File: src/rtl/seq_detector_param.sv
`default_nettype none
// +--------------------------------------------------------------------------+
// | Module      : seq_detector_param                                         |
// | Description : Serial pattern detector with a runtime-loadable pattern,   |
// |               overlapping/non-overlapping detection and a registered     |
// |               match pulse. Define SEQ_DETECTOR_CNT_EN to build the       |
// |               saturating match counter; otherwise match_cnt is tied to 0.|
// | Revision    : 1.0 - initial release                                      |
// +--------------------------------------------------------------------------+
module seq_detector_param #(
  parameter int              PAT_W     = 3,
  parameter logic [PAT_W-1:0] PAT_RESET = PAT_W'(3'b010),
  parameter int              CNT_W     = 8
) (
  input  logic             clk,
  input  logic             reset,
  input  logic             en,
  input  logic             in,
  input  logic             load,
  input  logic [PAT_W-1:0] pattern,
  input  logic             overlap,
  output logic             out,
  output logic [CNT_W-1:0] match_cnt
);

  localparam int               FILL_W     = $clog2(PAT_W + 1);
  localparam logic [FILL_W-1:0] c_FILL_MAX = FILL_W'(PAT_W);
  localparam logic [FILL_W-1:0] c_FILL_ARM = FILL_W'(PAT_W - 1);

  logic [PAT_W-1:0]  r_pat;
  logic [PAT_W-1:0]  r_shreg;
  logic [FILL_W-1:0] r_fill;
  logic              r_out;

  logic [PAT_W-1:0]  w_shreg_next;
  logic [FILL_W-1:0] w_fill_inc;
  logic              w_match;

  assign w_shreg_next = {r_shreg[PAT_W-2:0], in};
  assign w_fill_inc   = (r_fill == c_FILL_MAX) ? r_fill : r_fill + FILL_W'(1);
  // Current bit completes a match only once PAT_W-1 valid bits precede it.
  assign w_match      = (w_shreg_next == r_pat) && (r_fill >= c_FILL_ARM);

  always_ff @(posedge clk or negedge reset) begin
    if (!reset) begin
      r_pat   <= PAT_RESET;
      r_shreg <= '0;
      r_fill  <= '0;
      r_out   <= 1'b0;
    end else if (load) begin
      r_pat   <= pattern;
      r_shreg <= '0;
      r_fill  <= '0;
      r_out   <= 1'b0;
    end else if (en) begin
      r_shreg <= w_shreg_next;
      r_out   <= w_match;
      if (w_match && !overlap) begin
        r_fill <= '0;
      end else begin
        r_fill <= w_fill_inc;
      end
    end else begin
      r_out <= 1'b0;
    end
  end

  assign out = r_out;

`ifdef SEQ_DETECTOR_CNT_EN
  localparam logic [CNT_W-1:0] c_CNT_MAX = '1;

  logic [CNT_W-1:0] r_match_cnt;

  always_ff @(posedge clk or negedge reset) begin
    if (!reset) begin
      r_match_cnt <= '0;
    end else if (load) begin
      r_match_cnt <= '0;
    end else if (en && w_match && (r_match_cnt != c_CNT_MAX)) begin
      r_match_cnt <= r_match_cnt + CNT_W'(1);
    end
  end

  assign match_cnt = r_match_cnt;
`else
  assign match_cnt = '0;
`endif

endmodule
`default_nettype wire

File: config.mk
export PLATFORM = sky130hd
export DESIGN_NAME = seq_detector_param
export DESIGN_NICKNAME = d
export VERILOG_FILES = /design/src/rtl/seq_detector_param.sv
export SDC_FILE = /design/constraint.sdc
export NUM_CORES = 1
export LEC_CHECK = 0
export BUFFER_PORTS_ARGS = -buffer_cell sky130_fd_sc_hd__buf_2
export CORE_AREA = 5 5 42 44
export CTS_BUF_LIST = sky130_fd_sc_hd__clkbuf_4 sky130_fd_sc_hd__clkbuf_8
export CTS_CLUSTER_DIAMETER = 120
export DETAILED_ROUTE_END_ITERATION = 16
export DIE_AREA = 0 0 47 49
export PLACE_DENSITY = 0.6
export SETUP_SLACK_MARGIN = 0.1
export SLEW_MARGIN = 25
export SYNTH_ARGS = -nofsm -noshare
export SYNTH_HDL_FRONTEND = slang
export SYNTH_SLANG_ARGS = --single-unit
File: constraint.sdc
create_clock -name clk -period 1.3 [get_ports clk]
set_input_delay 0.325 -clock clk [delete_from_list [all_inputs] [get_ports clk]]
set_output_delay 0.325 -clock clk [all_outputs]
set_load 0.1 [all_outputs]
; After elaboration in Yosys (flattened, before gate mapping)
; Index checks and enable logic that the tools add are counted.
[totals]
ff_bits = 8
wordCells = 22
[op_classes]
n_mux = 8
reduce_logical = 5
n_eq_ne = 3
magnitude_cmp = 1
addsub = 1
[ops]
columns = operator, count
row1 = $mux 2, 6
row2 = $eq 3x3->1, 1
row3 = $ne 3x2->1 const B, 1
row4 = $add 2x1->2 const B, 1
row5 = $eq 2x2->1 const B, 1
row6 = $ge 2x2->1 const B, 1
row7 = $logic_and 1x1->1, 2
row8 = $mux 1, 2
row9 = $reduce_and 2->1, 1
row10 = $reduce_bool 2->1, 1
row11 = $logic_not 1->1, 1

; Logic depth before layout (Yosys ltp)
[depth]
word_depth = 6
mapped_depth = 5
mapped_depth_nobuf = 5

; Least setup slack after synthesis
; OpenSTA, ideal clock, no wires.
[synth_path]
path_type = register to output
start = register r_out (netlist: out)
end = output out
setup_slack_ns = 0.092
arrival_time_ns = 0.883
stages_incl_launch_ff = 1
path_buffers = 0
required_ns = 0.975
cell_sequence = dfrtp_1
[synth_rtl]
columns = element, line_no
row1 = "start, declared", 33  ; logic r_out;
row2 = "start signal, assigned", 57  ; r_out <= w_match;
row3 = "end, declared", 22  ; output logic out,
; No word-level cell between the ends.

; Final worst setup path
[layout_path]
start = register r_fill[1]
end = register r_fill[1]
[layout_via]
elab_chain_len = 6
word_cells_on_any_way = 11
cone_classes = 1 x add/sub / 1 x order compare / 2 x eq/ne / 4 x mux / 3 x reduce/logical
[layout_lines]
columns = element, line_no
row1 = "start, declared", 32  ; logic [FILL_W-1:0] r_fill;
row2 = "start signal, assigned", 61  ; r_fill <= w_fill_inc;
row3 = $ge 2x2->1, 42  ; assign w_match = (w_shreg_next == r_pat) && (r_fill >= c_FILL_ARM);
row4 = $logic_and 1x1->1, 42
row5 = $logic_and 1x1->1, 58  ; if (w_match && !overlap) begin
row6 = $mux 2, 58
row7 = $mux 2, 55  ; end else if (en) begin
row8 = $mux 2, 50  ; end else if (load) begin
; Parallel ways exist; a longest one is shown, timed or not. The select of a mux whose other input is x is not followed.
; A chain may end at the register's enable or synchronous reset.

==> impl_metrics.toml <==
[routing]
top_layer = "met3"
wl_per_cell_um = 10.9
ant_nets = 0
vias = 306
drt_iter0_drc = 1
vias_per_cell = 4.31
drt-pass1-iter-count = 2
dr_wl_met2_um = 385
wl_met1_um = 313
drcViolationCount = 0
wl_met3_um = 75
drt-total-wl_um = 774

[sta]
fin_hold_ws_ns = 0.303
max_freq_mhz = 798
drv_slew = 0
fin_worst_skew_ns = 0.00346
fin_crit_ns = 1.25
setup_viol = 0
period_share_pct = 96.4
hold_viol = 0
rsz0062_at_grt = "yes"

[synthesis]
synth_seq_area_share_pct = 43.3
synth_warnings = 0
netlist_area_um2 = 465
syn_inst = 42
avgSynthCellArea_um2 = 11.1
ys_types = 18
synth_seq_cells = 8

[global_routing]
first_global_vias = 299
grt_antenna_before_repair = 0
grt_max_degree = 9
overflow = 0
grt_pass1_wl_um = 1250
track_usage_pct = 7.67

[pwr]
powerDensity_nw_per_um2 = 1220
finalPower_w = 0.000714
p_leak_nw = 0.282
ir_worst_vdd_mv = 0.715

[placement]
place_hpwl_um = 602
io_buffers = 9
routabilityCongestion = 0.632

[clocking]
clockBufferDepth = 2
cts_tree = "yes"
clock-sinks = 8
root_buffer = "clkbuf_4"
h-tree-depth = 1
worst_skew_pair.late_latency_ns = 0.25
clk_pin_slew_ns = 0.05
cts_buffers = 3

[finish]
final_cell_mix = "conb_1 (8), buf_2 (8), dfrtp_1 (6), clkbuf_4 (4)"
fillers = 154
antenna_cells = 0
drive_above_1_share_pct = 45.5
finalNetCount = 67
syn_to_final_growth_pct = 25.5

[worst_setup_path]
endpoint_kind = "register"
critPathKind = "reg2reg"
critPathArrivalTime_ns = 1.40
crit_fanout = 3
cp-start-kind = "register"
cp_data_required_time_ns = 1.45

[floorplan]
die_area_um2 = 2300
design.portCount = 18
die_w_um = 47
std_cell_rows = 14
die_h_um = 49
core_area_um2 = 1400
initial_utilization_pct = 33.2

[job]
cap_violations = 0

[run_status]
outcome = "finished, final reports clean"

[min_path]
hold_path.class = "in2reg"
==> sequential cells by signal (all words and copies together), names as in the netlist <==
register  count
out           1
r_fill        2
r_pat         3
r_shreg       2
==> where the power goes <==
part	total (W)	internal, W	switching (W)
logic	0.000208	0.0000575	0.000150
clock network	0.000219	0.000138	0.0000812
registers	0.000287	0.000271	0.0000157
total	0.000714	0.000466	0.000247
==> worst paths after layout <==
| path | start | endpoint | slack [ns] | depth (start not counted) |
|---|---|---|---|---|
| worst min-delay path | pattern[2] | r_pat[2] | 0.30 | 2 |
| worst min register to register | r_pat[0] | r_pat[0] | 0.53 | 1 |
| max in group asynchronous | reset | r_pat[1] | 0.62 | 2 |
| min in group asynchronous | reset | r_fill[1] | 0.45 | 2 |
| worst max register to register | r_fill[1] | r_fill[1] | 0.05 | 4 |
| worst max-delay path | r_fill[1] | r_fill[1] | 0.05 | 4 |
==> metal layers <==
| layer | vias to the layer above | GRT usage (%) |
|---|---|---|
| met5 | - | 0 |
| met4 | 0 | 1.38 |
| met3 | 0 | 5.54 |
| met2 | 13 | 11.1 |
| met1 | 143 | 9.23 |
| li1 | 150 | - |
==> area by class of cell <==
type                            count  area (µm²)  area share (%)
Multi-Input combinational cell     30         246            42.2
Clock buffer                        4        30.0            5.14
Timing Repair Buffer               11        77.6            13.3
Tap cell                           16        20.0            3.43
Inverter                            2        7.51            1.28
Sequential cell                     8         203            34.7
==> critical path, cell delays in order (launching register included) <==
cell and delay (ns):
dfrtp_1 0.42, ha_4 0.26, nor3b_2 0.15, a21oi_1 0.06, a311oi_1 0.26
==> metrics by stage <==
step | TNS (ns) | instances | area, µm² | setup slack (ns) | util (%)
4_1_cts | 0 | 71 | 569 | 0.0369 | 40.6
3_5_place_dp | -0.0459 | 65 | 509 | -0.0459 | 36.3
2_1_floorplan | 0 | 49 | 493 | 0.104 | -
3_3_place_gp | 0 | 65 | 509 | 0.00187 | 36.3
6_report | 0 | 71 | 584 | 0.0471 | 41.7
5_1_grt | -0.00985 | 71 | 584 | -0.00985 | 41.7
==> logic make-up (layout without fill, tap and decap cells) <==
logic type	count (synthesis)	after routing	share of synthesized area [%]
buffers and inverters	11	17	15.3
DFF	8	8	43.3
xor gates and xnor gates	4	4	7.53
AOI/OAI and AO/OA	3	3	4.84
and+or+nand+nor	8	8	11.3
other	1	8	0.806
muxes	5	5	11.6
adders and majority gates	2	2	5.38
==> cell usage after synthesis, drive strengths merged <==
master	count	area share (%)
inv	2	1.6
nor4	1	2.7
a21oi	1	1.1
clkbuf	1	0.81
ha	2	5.4
mux2i	2	4.3
nor3b	1	1.6
nor2	3	2.4
xnor2	1	1.9
conb	1	0.81
a311oi	2	3.8
buf	8	13
mux2	3	7.3
nand2b	2	2.7
dfstp	1	5.6
dfrtp	7	38
and3b	1	1.9
xor2	3	5.6
==> timing repair <==
action | CTS | global route
hold buffers | 1 | 0
buffers inserted | 1 | 0
gates resized for setup | 3 | 2
pin swaps | 5 | 1
endpoints found under the hold margin | 7 | 0
endpoints found under the setup margin | 3 | 3
Note: power is estimated with default switching activity, not from simulation.
